--- src/rtl/real_gain_pkg.sv ---
// Shared definitions for the real-valued gain stage: gain quantisation helper and S1 stage record.
package real_gain_pkg;

  localparam int DEF_DATA_W = 16;
  localparam int DEF_GAIN_W = 16;
  localparam int PROD_W     = DEF_DATA_W + DEF_GAIN_W;

  typedef struct packed {
    logic                     valid;
    logic signed [PROD_W-1:0] product;
  } s1_stage_t;

  // Scale by 2**frac_w and round half away from zero; the caller range-checks the result.
  function automatic longint gain_to_fixed(real g, int frac_w);
    real s;
    real r;
    s = g;
    for (int i = 0; i < frac_w; i++) s = s * 2.0;
    if (s >= 0.0) r = $floor(s + 0.5);
    else           r = -$floor(-s + 0.5);
    return longint'(r);
  endfunction

endpackage

--- src/rtl/real_gain_sat.sv ---
// Round-half-up, shift and saturate (REAL_GAIN_SAT_EN defined) or wrap (undefined) of a full product.
module real_gain_sat
  import real_gain_pkg::*;
#(
  parameter int DATA_W = 16,
  parameter int FRAC_W = 8,
  parameter int P_W    = 32
) (
  input  logic signed [P_W-1:0]    product,
  output logic signed [DATA_W-1:0] result,
  output logic                     out_of_range
);

  // One guard bit so the rounding constant can never overflow the sum.
  localparam int R_W = P_W + 1;

  logic signed [R_W-1:0] rounded;

  function automatic logic signed [R_W-1:0] round_shift(input logic signed [P_W-1:0] p);
    logic signed [R_W-1:0] s;
    s = R_W'(p) + (R_W'(1) <<< (FRAC_W - 1));
    return s >>> FRAC_W;
  endfunction

  function automatic logic range_err(input logic signed [R_W-1:0] r);
    logic [R_W-DATA_W:0] hi;
    hi = r[R_W-1:DATA_W-1];
    return !((&hi) || (~|hi));
  endfunction

  function automatic logic signed [DATA_W-1:0] saturate(input logic signed [R_W-1:0] r);
    if (!range_err(r))  return r[DATA_W-1:0];
    else if (r[R_W-1])  return {1'b1, {(DATA_W-1){1'b0}}};
    else                return {1'b0, {(DATA_W-1){1'b1}}};
  endfunction

  always_comb begin
    rounded      = round_shift(product);
    out_of_range = range_err(rounded);
`ifdef REAL_GAIN_SAT_EN
    result       = saturate(rounded);
`else
    result       = rounded[DATA_W-1:0];
`endif
  end

endmodule

--- src/rtl/real_gain_pipe.sv ---
// Two-stage valid/ready gain stage with elaboration-time quantised real GAIN.
// Optional build macro REAL_GAIN_SAT_EN selects saturation instead of wrap in real_gain_sat.
module real_gain_pipe
  import real_gain_pkg::*;
#(
  parameter real GAIN   = 2.0,
  parameter int  DATA_W = 16,
  parameter int  GAIN_W = 16,
  parameter int  FRAC_W = 8,
  parameter int  CNT_W  = 16
) (
  input  logic                     clk,
  input  logic                     rst,
  input  logic                     in_valid,
  output logic                     in_ready,
  input  logic signed [DATA_W-1:0] in_data,
  output logic                     out_valid,
  input  logic                     out_ready,
  output logic signed [DATA_W-1:0] out_data,
  output logic                     ovf,
  output logic [CNT_W-1:0]         count
);

  localparam int     P_W     = DATA_W + GAIN_W;
  localparam longint GQ_FULL = gain_to_fixed(GAIN, FRAC_W);
  localparam longint GQ_MAX  = (64'sd1 <<< (GAIN_W - 1)) - 64'sd1;
  localparam longint GQ_MIN  = -(64'sd1 <<< (GAIN_W - 1));
  localparam logic signed [GAIN_W-1:0] GQ = GAIN_W'(GQ_FULL);

  if (GQ_FULL > GQ_MAX || GQ_FULL < GQ_MIN) begin : g_gain_range
    $error("real_gain_pipe: quantised GAIN %0d does not fit in %0d signed bits", GQ_FULL, GAIN_W);
  end

  typedef struct packed {
    logic                  valid;
    logic signed [P_W-1:0] product;
  } s1_t;

  s1_t                     s1_p1;
  logic                    vld_p2;
  logic signed [DATA_W-1:0] data_p2;
  logic signed [P_W-1:0]   product_p0;
  logic signed [DATA_W-1:0] sat_res;
  logic                    sat_oor;
  logic                    adv;

  assign adv        = !vld_p2 || out_ready;
  assign in_ready   = adv;
  assign out_valid  = vld_p2;
  assign out_data   = data_p2;
  assign product_p0 = P_W'(in_data) * P_W'(GQ);

  real_gain_sat #(
    .DATA_W (DATA_W),
    .FRAC_W (FRAC_W),
    .P_W    (P_W)
  ) u_sat (
    .product      (s1_p1.product),
    .result       (sat_res),
    .out_of_range (sat_oor)
  );

  // S1 captures the product, S2 the rounded result; both move only when the output can advance.
  always_ff @(posedge clk) begin
    if (rst) begin
      s1_p1.valid <= 1'b0;
      vld_p2      <= 1'b0;
      data_p2     <= '0;
      ovf         <= 1'b0;
      count       <= '0;
    end else begin
      if (adv) begin
        s1_p1.valid   <= in_valid;
        s1_p1.product <= product_p0;
        vld_p2        <= s1_p1.valid;
        data_p2       <= sat_res;
        if (s1_p1.valid && sat_oor) ovf <= 1'b1;
      end
      if (in_valid && adv) count <= count + CNT_W'(1);
    end
  end

endmodule

--- config.mk ---
export PLATFORM = sky130hd
export DESIGN_NAME = real_gain_pipe
export DESIGN_NICKNAME = d
export VERILOG_FILES = /design/src/rtl/real_gain_pkg.sv /design/src/rtl/real_gain_sat.sv /design/src/rtl/real_gain_pipe.sv
export SDC_FILE = /design/constraint.sdc
export NUM_CORES = 1
export LEC_CHECK = 0
export ABC_AREA = 1
export CAP_MARGIN = 0
export CORE_MARGIN = 10
export CORE_UTILIZATION = 35
export DETAILED_ROUTE_END_ITERATION = 8
export PLACE_DENSITY = 0.63
export RECOVER_POWER = 100
export SYNTH_ARGS = -nofsm -noshare
export SYNTH_HDL_FRONTEND = slang
export SYNTH_HIERARCHICAL = 1
export SYNTH_SLANG_ARGS = --single-unit
--- constraint.sdc ---
create_clock -name clk -period 2.6 [get_ports clk]
set_input_delay 0.26 -clock clk [delete_from_list [all_inputs] [get_ports clk]]
set_output_delay 0.26 -clock clk [all_outputs]
set_load 0.01 [all_outputs]
* Word level (Yosys, flattened, before mapping)
Cells that the tools add are included.
** Storage, ports and cells
- Input port bits :: 20
- Latch bits :: 0
- ROM bits :: 0
- Bits in writable memories :: 0
- Logic and storage cells :: 20
- Register bits :: 51
- Memories :: 0
- Output and inout port bits :: 35
** Cells by class
- Reduce and logical (&&, ||, !) cells :: 11
- Muxes and demuxes :: 0
- Shifts and indexed selects :: 0
- Add/sub/neg operators :: 2
- Divide/modulo/power cells :: 0
- Bitwise operators :: 1
- Magnitude comparators :: 0
- Equal/unequal tests :: 0
- $mul :: 0
** Operators by type and width (count)
- $add 25x9->26 const B :: 1
- $add 16x1->16 const B :: 1
- $reduce_and 10->1 :: 1
- $reduce_or 10->1 :: 1
- $reduce_and 2->1 :: 2
- $logic_not 1->1 :: 3
- $logic_and 1x1->1 :: 2
- $logic_or 1x1->1 :: 2
- $not 1->1 :: 1

* Longest topological paths before layout
Gate-level depths: netlist (run 1).
- Depth after elaboration :: 7
- Gate-level depth with buffers :: 15

* Hierarchy
Netlist (run 1), hierarchy kept.
** By module, submodules not included
- real_gain_pipe :: cells each 215, area an instance 1958.1 um2, sequential area each 1181.1 um2, instances 1
- real_gain_sat :: cells each 172, area an instance 833.3 um2, sequential area each 0.0 um2, instances 1

* Least setup slack after synthesis (run 1)
No wires, ideal clock.
- Kind :: reg2reg
- Start point :: register vld_p2, in the netlist out_valid
- End point :: register, netlist name s1_p1[10]
- Slack :: 0.657 ns
- Arrival time :: 1.554 ns
- Setup time :: 0.388 ns
- Required time :: 2.212 ns
- Cell stages (with the launch flop) :: 6
- Buffers on the path :: 2
- Cell sequence :: dfxtp_1 -> nand2_1 -> buf_2 -> inv_2 -> buf_4 -> nor2_1
** On the way
- Longest elaborated chain between the ends :: 3
** Ends and longest elaborated chain
- start: declaration :: RTL line real_gain_pipe.sv:40 : logic vld_p2;
- start signal: assignment :: RTL line real_gain_pipe.sv:75 : vld_p2 <= s1_p1.valid;
- $logic_not 1->1 :: RTL line real_gain_pipe.sv:47 : assign adv = !vld_p2 || out_ready;
- $logic_or 1x1->1 :: RTL line real_gain_pipe.sv:47
- $reduce_and 2->1 (no source line)
Every way passes these cells.
A chain may end at the register's enable or synchronous reset.

* Final worst setup path (run 1)
- Start point :: input out_ready
- End point :: register, netlist name s1_p1[24]
** On the way
- Longest elaborated chain between the ends :: 2
** Ends and longest elaborated chain
- start: declaration :: RTL line real_gain_pipe.sv:18 : input logic out_ready,
- $logic_or 1x1->1 :: RTL line real_gain_pipe.sv:47
- $reduce_and 2->1 (no source line)
Every way passes these cells.

==> flow_summary.json, run 1 <==
{
  "seqPwrFrac_pct": 56.9,
  "holdWs_ns": 0.495,
  "cp_max_fo": 19,
  "skew_ns": 0.0148,
  "antenna_found_initial": 0,
  "grt_start_max_net_pins": 28,
  "synth_area_leaders": "dfxtp_1, edfxtp_1, nor2_1, nand2_1, inv_1",
  "startpoint_type": "input port",
  "cts_buffers": 5,
  "area_growth_syn_to_layout_pct": 26.3,
  "synth-edff-count": 16,
  "crit_arrival_ns": 1.96,
  "grt_util_met2_pct": 18.4,
  "num_vias": 2484,
  "async_flop_share_pct": 0,
  "drc": 0,
  "dr.pass1.iters": 4,
  "ys_types": 32,
  "yosys.area.top_type": "dfxtp_1",
  "synth_top_area_share_pct": 25.1,
  "first_global_vias": 2366,
  "p_switching_mw": 0.402,
  "critPathKind": "input port to flop",
  "synth_warnings": 6,
  "fin_setup_tns_ns": 0,
  "io-pin-count": 55,
  "synthMuxAreaShare_pct": 0,
  "row_count": 32,
  "relSlewSlack_pct": 54.6,
  "timing_hold_violations_final": 0,
  "globalplace.congestion": 0.865,
  "final-max-slew-violation-count": 0,
  "post_route_cells_drive_above_1_share_pct": 8.00,
  "dieArea_um2": 11900,
  "syn_area_um2": 2790,
  "leakagePower_nw": 1.59,
  "cap_violations": 0,
  "r2r_start": "out_valid$_SDFFE_PP0N_",
  "synth_area_per_cell_um2": 7.21,
  "powerDensity_nw_per_um2": 448,
  "fin_crit_sh_pct": 76.9,
  "drt-total-wl_um": 6330,
  "synth_top_family_by_area": "simple AND/OR/NAND/NOR gates",
  "cts.htree.levels": 2,
  "via_per_inst": 4.50,
  "period_needed_ns": 2.00,
  "ctsHoldBuffers": 0,
  "tritoncts": "done",
  "cp-startpoint": "out_ready",
  "ys_ff_latch": 51,
  "hp-start": "s1_p1[32]$_SDFFE_PP0N_",
  "dp_hpwl_um": 5220,
  "p_comb_share_pct": 13.2,
  "synthFlopType": "dfxtp_1",
  "yosysMostFrequentCell": "nor2_1",
  "grt.met1_usage_pct": 13.4,
  "synth_compound_area_share_pct": 7.44,
  "dieWidth_um": 109,
  "insertedDiodeCount": 0,
  "synthSimpleGateAreaFrac_pct": 37.5,
  "ctsRootBufferMaster": "clkbuf_8",
  "ir_drop_mv": 0.302,
  "status": "completed",
  "busiest_layer": "met2",
  "required_ns": 2.56,
  "ant_nets": 0,
  "wire_per_inst_um": 11.5,
  "grt_pass1_wl_um": 10700,
  "fillers": 763,
  "port_buffers": 54,
  "synthAdderAreaFrac_pct": 0.896,
  "cts_resized": 0,
  "cts_setup_buffers": 0,
  "fin_nets": 471,
  "grt_overflow": 0,
  "synthTopCellsByCount": "nor2_1, nand2_1, inv_1",
  "core_um2": 7730,
  "clockBufferDepth": 2,
  "tightest_slew_ns": 0.680,
  "p_int_mw": 1.18,
  "swShare_pct": 25.5,
  "rsz0062_at_grt": "no",
  "path_clk_slew_ns": 0.10,
  "cts.sink_count": 51,
  "max_freq_ghz": 0.500,
  "worstSkewPairLatency_ns": 0.30,
  "p_clk_share_pct": 29.8,
  "finalSetupViolCount": 0,
  "start_util_pct": 36.1,
  "synth_xor_area_share_pct": 4.71,
  "ys_seq_area_share_pct": 42.3,
  "track_usage_pct": 10.8,
  "synthCells": 387,
  "drt_iter0_markers": 141,
  "hold_path.class": "flop to flop",
  "end_kind": "flop",
  "die_h_um": 109,
  "grt_use_met3_pct": 2.98,
  "total_power_mw": 1.58
}
stage by stage:
stage	utilization (%)	cells	setup slack [ns]	cell area, µm²
2_1_floorplan	-	390	0.657	2800
3_3_place_gp	44.9	544	0.667	3470
3_5_place_dp	44.9	544	0.609	3470
4_1_cts	46.1	552	0.836	3560
5_1_grt	45.6	552	0.415	3530
6_report	45.6	552	0.602	3530
placed cells by master, fill, tap and decap left out, drive strengths merged:
master / count
and2: 1
nor3b: 1
clkinv: 2
inv: 43
xor2: 7
nand3: 19
o21bai: 2
edfxtp: 16
nand4: 3
ha: 2
clkdlybuf4s50: 1
and3: 1
dlygate4sd3: 53
a211oi: 1
nor3: 5
nor2: 103
conb: 4
xnor2: 8
dfxtp: 35
a21oi: 11
nand2: 97
o21ai: 24
buf: 2
clkbuf: 8
a31oi: 1
area by class of cell:
cell class,instances,area (µm²),area share [%]
Timing Repair Buffer,58,564,16.0
Tap cell,102,128,3.62
Clock inverter,2,15.0,0.426
Clock buffer,6,82.6,2.34
Inverter,43,161,4.58
Sequential cell,51,1180,33.5
Multi-Input combinational cell,290,1390,39.5
cells by family after synthesis:
family	Yosys count
compound gates	39
xor+xnor	15
fa+ha+maj	2
buf+inv	49
flops	51
other cells	1
simple gates	230
layer usage:
layer / part of all wire (%) / wire length [µm]
met1: 46 / 2890
met2: 46 / 2920
met3: 7.3 / 465
met4: 0.93 / 59
met5: 0 / 0
flip-flops by register name, indices dropped and copies added, names as in the netlist:
register,count
out_data,16
count,16
ovf,1
out_valid,1
s1_p1,17
path summary, 6_finish.rpt:
kind	slack [ns]	depth (start not counted)	to
worst max-delay path	0.60	7	s1_p1[24]$_DFFE_PP_
worst min-delay path	0.49	2	s1_p1[32]$_SDFFE_PP0N_
worst max register to register	0.78	5	s1_p1[24]$_DFFE_PP_
worst min register to register	0.49	2	s1_p1[32]$_SDFFE_PP0N_
power groups by stage:
stage | sequential [mW] | clock, mW | combinational [mW]
global placement | 0.919 | 0 | 0.224
CTS | 0.902 | 0.494 | 0.228
detailed placement | 0.920 | 0 | 0.227
global route | 0.906 | 0.521 | 0.238
floorplan | 0.922 | 0 | 0.113
finish | 0.900 | 0.471 | 0.209
worst max-delay path, cell delays in order:
cell and delay, ns:
dlygate4sd3_1 0.52, inv_1 0.05, nand2_1 0.09, buf_4 0.21, inv_1 0.26, nor2_1 0.20
clkbuf_2 0.36
No activity file was read; power rests on OpenSTA's default activity.
==> inputs of run 2 (changes only) <==
--- a/config.mk
+++ b/config.mk
@@ -10,7 +10,7 @@
 export CORE_MARGIN = 10
 export CORE_UTILIZATION = 35
 export DETAILED_ROUTE_END_ITERATION = 8
-export PLACE_DENSITY = 0.63
+export PLACE_DENSITY = 0.65
 export RECOVER_POWER = 100
 export SYNTH_ARGS = -nofsm -noshare
 export SYNTH_HDL_FRONTEND = slang
==> constraint.sdc (replaced) <==
create_clock -name clk -period 1.8 [get_ports clk]
set_input_delay 0.18 -clock clk [delete_from_list [all_inputs] [get_ports clk]]
set_output_delay 0.18 -clock clk [all_outputs]
set_load 0.01 [all_outputs]
==> run 2 against run 1 <==
  * Cell count rose by 1.4%
  * Flip-flop and latch count did not move
  * Total power grew 55%
  * Via count increased by 2.1%
  * First-iteration DRC count up 1.4%
  * Combinational power is 56% higher
  * Critical endpoint is now in_ready
==> flow_summary.json, run 2 (synthesized netlist as in run 1, its figures left out) <==
{
  "ir_drop_mv": 0.350,
  "swShare_pct": 25.9,
  "worstSkewPairLatency_ns": 0.31,
  "top_register": "s1_p1",
  "fin_setup_tns_ns": 0,
  "cts.htree.levels": 2,
  "ctsHoldBuffers": 0,
  "path_clk_slew_ns": 0.10,
  "leakagePower_nw": 1.64,
  "final_cell_mix": "nor2_1, nand2_1, dlygate4sd3_1",
  "path_common_cell": "clkdlybuf4s50_1",
  "cts.sink_count": 51,
  "worstRegToRegCells": 10,
  "final_common_cell": "nor2_1",
  "r2r_slack_ns": 0.23,
  "row_count": 32,
  "crit_family": "buffers and inverters",
  "status": "completed",
  "grt_pass1_wl_um": 11500,
  "r2r_start": "s1_p1[24]$_DFFE_PP_",
  "antenna_found_initial": 0,
  "dieArea_um2": 11900,
  "drc": 0,
  "dieWidth_um": 109,
  "holdPathEnd": "s1_p1[21]$_DFFE_PP_",
  "timing_hold_violations_final": 0,
  "holdWs_ns": 0.491,
  "ctsRootBufferMaster": "clkbuf_8",
  "max_freq_ghz": 0.587,
  "finalSetupViolCount": 0,
  "startpoint_type": "input port",
  "required_ns": 1.62,
  "io-pin-count": 55,
  "skew_ns": 0.00396,
  "largest_reg_flops": 17,
  "p_comb_share_pct": 13.3,
  "p_int_mw": 1.82,
  "globalplace.congestion": 0.878,
  "grt_start_max_net_pins": 19,
  "cp_max_fo": 6,
  "wire_per_inst_um": 12.7,
  "rsz0062_at_grt": "no",
  "track_usage_pct": 11.9,
  "core_um2": 7730,
  "slowest_delay_ns": 0.60,
  "grt_overflow": 0,
  "path_buf_inv": 3,
  "timing.rr.end": "ovf$_SDFFE_PP0P_",
  "hp-start": "in_data[12]",
  "dp_hpwl_um": 5590,
  "period_needed_ns": 1.70,
  "post_route_cells_drive_above_1_share_pct": 9.61,
  "dr.pass1.iters": 4,
  "clockBufferDepth": 2,
  "tritoncts": "done",
  "area_growth_syn_to_layout_pct": 29.0,
  "port_buffers": 54,
  "critPathKind": "input port to output pin",
  "cap_violations": 0,
  "worstPathCellList": "clkdlybuf4s50_1, inv_1, nand2_1, clkdlybuf4s50_1",
  "drt-total-wl_um": 7090,
  "cts_setup_buffers": 0,
  "p_clk_share_pct": 33.8,
  "insertedDiodeCount": 0,
  "end_kind": "output pin",
  "num_vias": 2535,
  "ant_nets": 0,
  "final-max-slew-violation-count": 0,
  "fin_crit_sh_pct": 94.7,
  "fin_nets": 479,
  "powerDensity_nw_per_um2": 681,
  "slowest_stage": "clkdlybuf4s50_1",
  "via_per_inst": 4.53,
  "hold_path.class": "input port to flop",
  "cts_buffers": 5,
  "crit_arrival_ns": 1.52,
  "die_h_um": 109,
  "utilization_pct": 46.6,
  "cts_resized": 0,
  "drt_iter0_markers": 143,
  "p_switching_mw": 0.634,
  "start_util_pct": 36.1,
  "seqPwrFrac_pct": 52.9,
  "first_global_vias": 2398,
  "hold_path_depth": 1
}
[run 2: cell types whose count changed in the layout (fill, tap and decap cells not counted), sizes merged]
cell	change
clkdlybuf4s50	+2
dlygate4sd3	-2
buf	+7
bufinv	+1
[run 2: per-stage QoR]
stage          instance area (µm²)  std cells  power, mW  setup slack, ns
6_report                      3600        560       2.45           0.0952
5_1_grt                       3600        560       2.57           0.0180
4_1_cts                       3650        560       2.52           0.0554
3_5_place_dp                  3540        552       1.68           0.0705
3_3_place_gp                  3540        552       1.67           0.0699
2_1_floorplan                 2810        390       1.50            0.123
[run 2: power groups by stage]
| stage | registers (mW) | logic, mW | clock network [mW] |
|---|---|---|---|
| floorplan | 1.33 | 0.164 | 0 |
| global placement | 1.32 | 0.350 | 0 |
| detailed placement | 1.32 | 0.354 | 0 |
| CTS | 1.30 | 0.356 | 0.860 |
| global route | 1.30 | 0.367 | 0.895 |
| finish | 1.30 | 0.326 | 0.829 |
[run 2: worst max-delay path by stage]
stage                           start                     end  slack (ns)  depth (start not counted)
2_1_floorplan  out_valid$_SDFFE_PP0N_     s1_p1[10]$_DFFE_PP_        0.12                          5
3_3_place_gp                out_ready                in_ready        0.07                          4
3_5_place_dp                out_ready                in_ready        0.07                          4
4_1_cts                     out_ready                in_ready        0.06                          4
5_1_grt                      in_valid  count[13]$_SDFFE_PP0P_        0.02                          8
6_report                    out_ready                in_ready         0.1                          4
[run 2: metal layers]
layer	global-route usage, %	routed length (µm)	share of wire (%)
met1	15.6	3480	49
met2	19.2	3110	44
met3	2.98	438	6.2
met4	3.35	55	0.78
met5	0	0	0
[run 2: final cells by class]
type / count / area, µm²
Clock buffer: 5 / 68.8
Tap cell: 102 / 128
Clock inverter: 3 / 45.0
Sequential cell: 51 / 1180
Timing Repair Buffer: 66 / 622
Multi-Input combinational cell: 290 / 1400
Fill cell: 773 / 4130
Inverter: 43 / 161
[run 2: worst reg2reg max path, cell delays in order, from the launching register on]
cell	delay, ns
edfxtp_1	0.57
buf_4	0.21
inv_1	0.04
nand2_1	0.05
nand2_1	0.07
nor2_1	0.11
nand2_1	0.07
nor2_1	0.10
nor2_1	0.05
a31oi_1	0.16
nor2_1	0.06
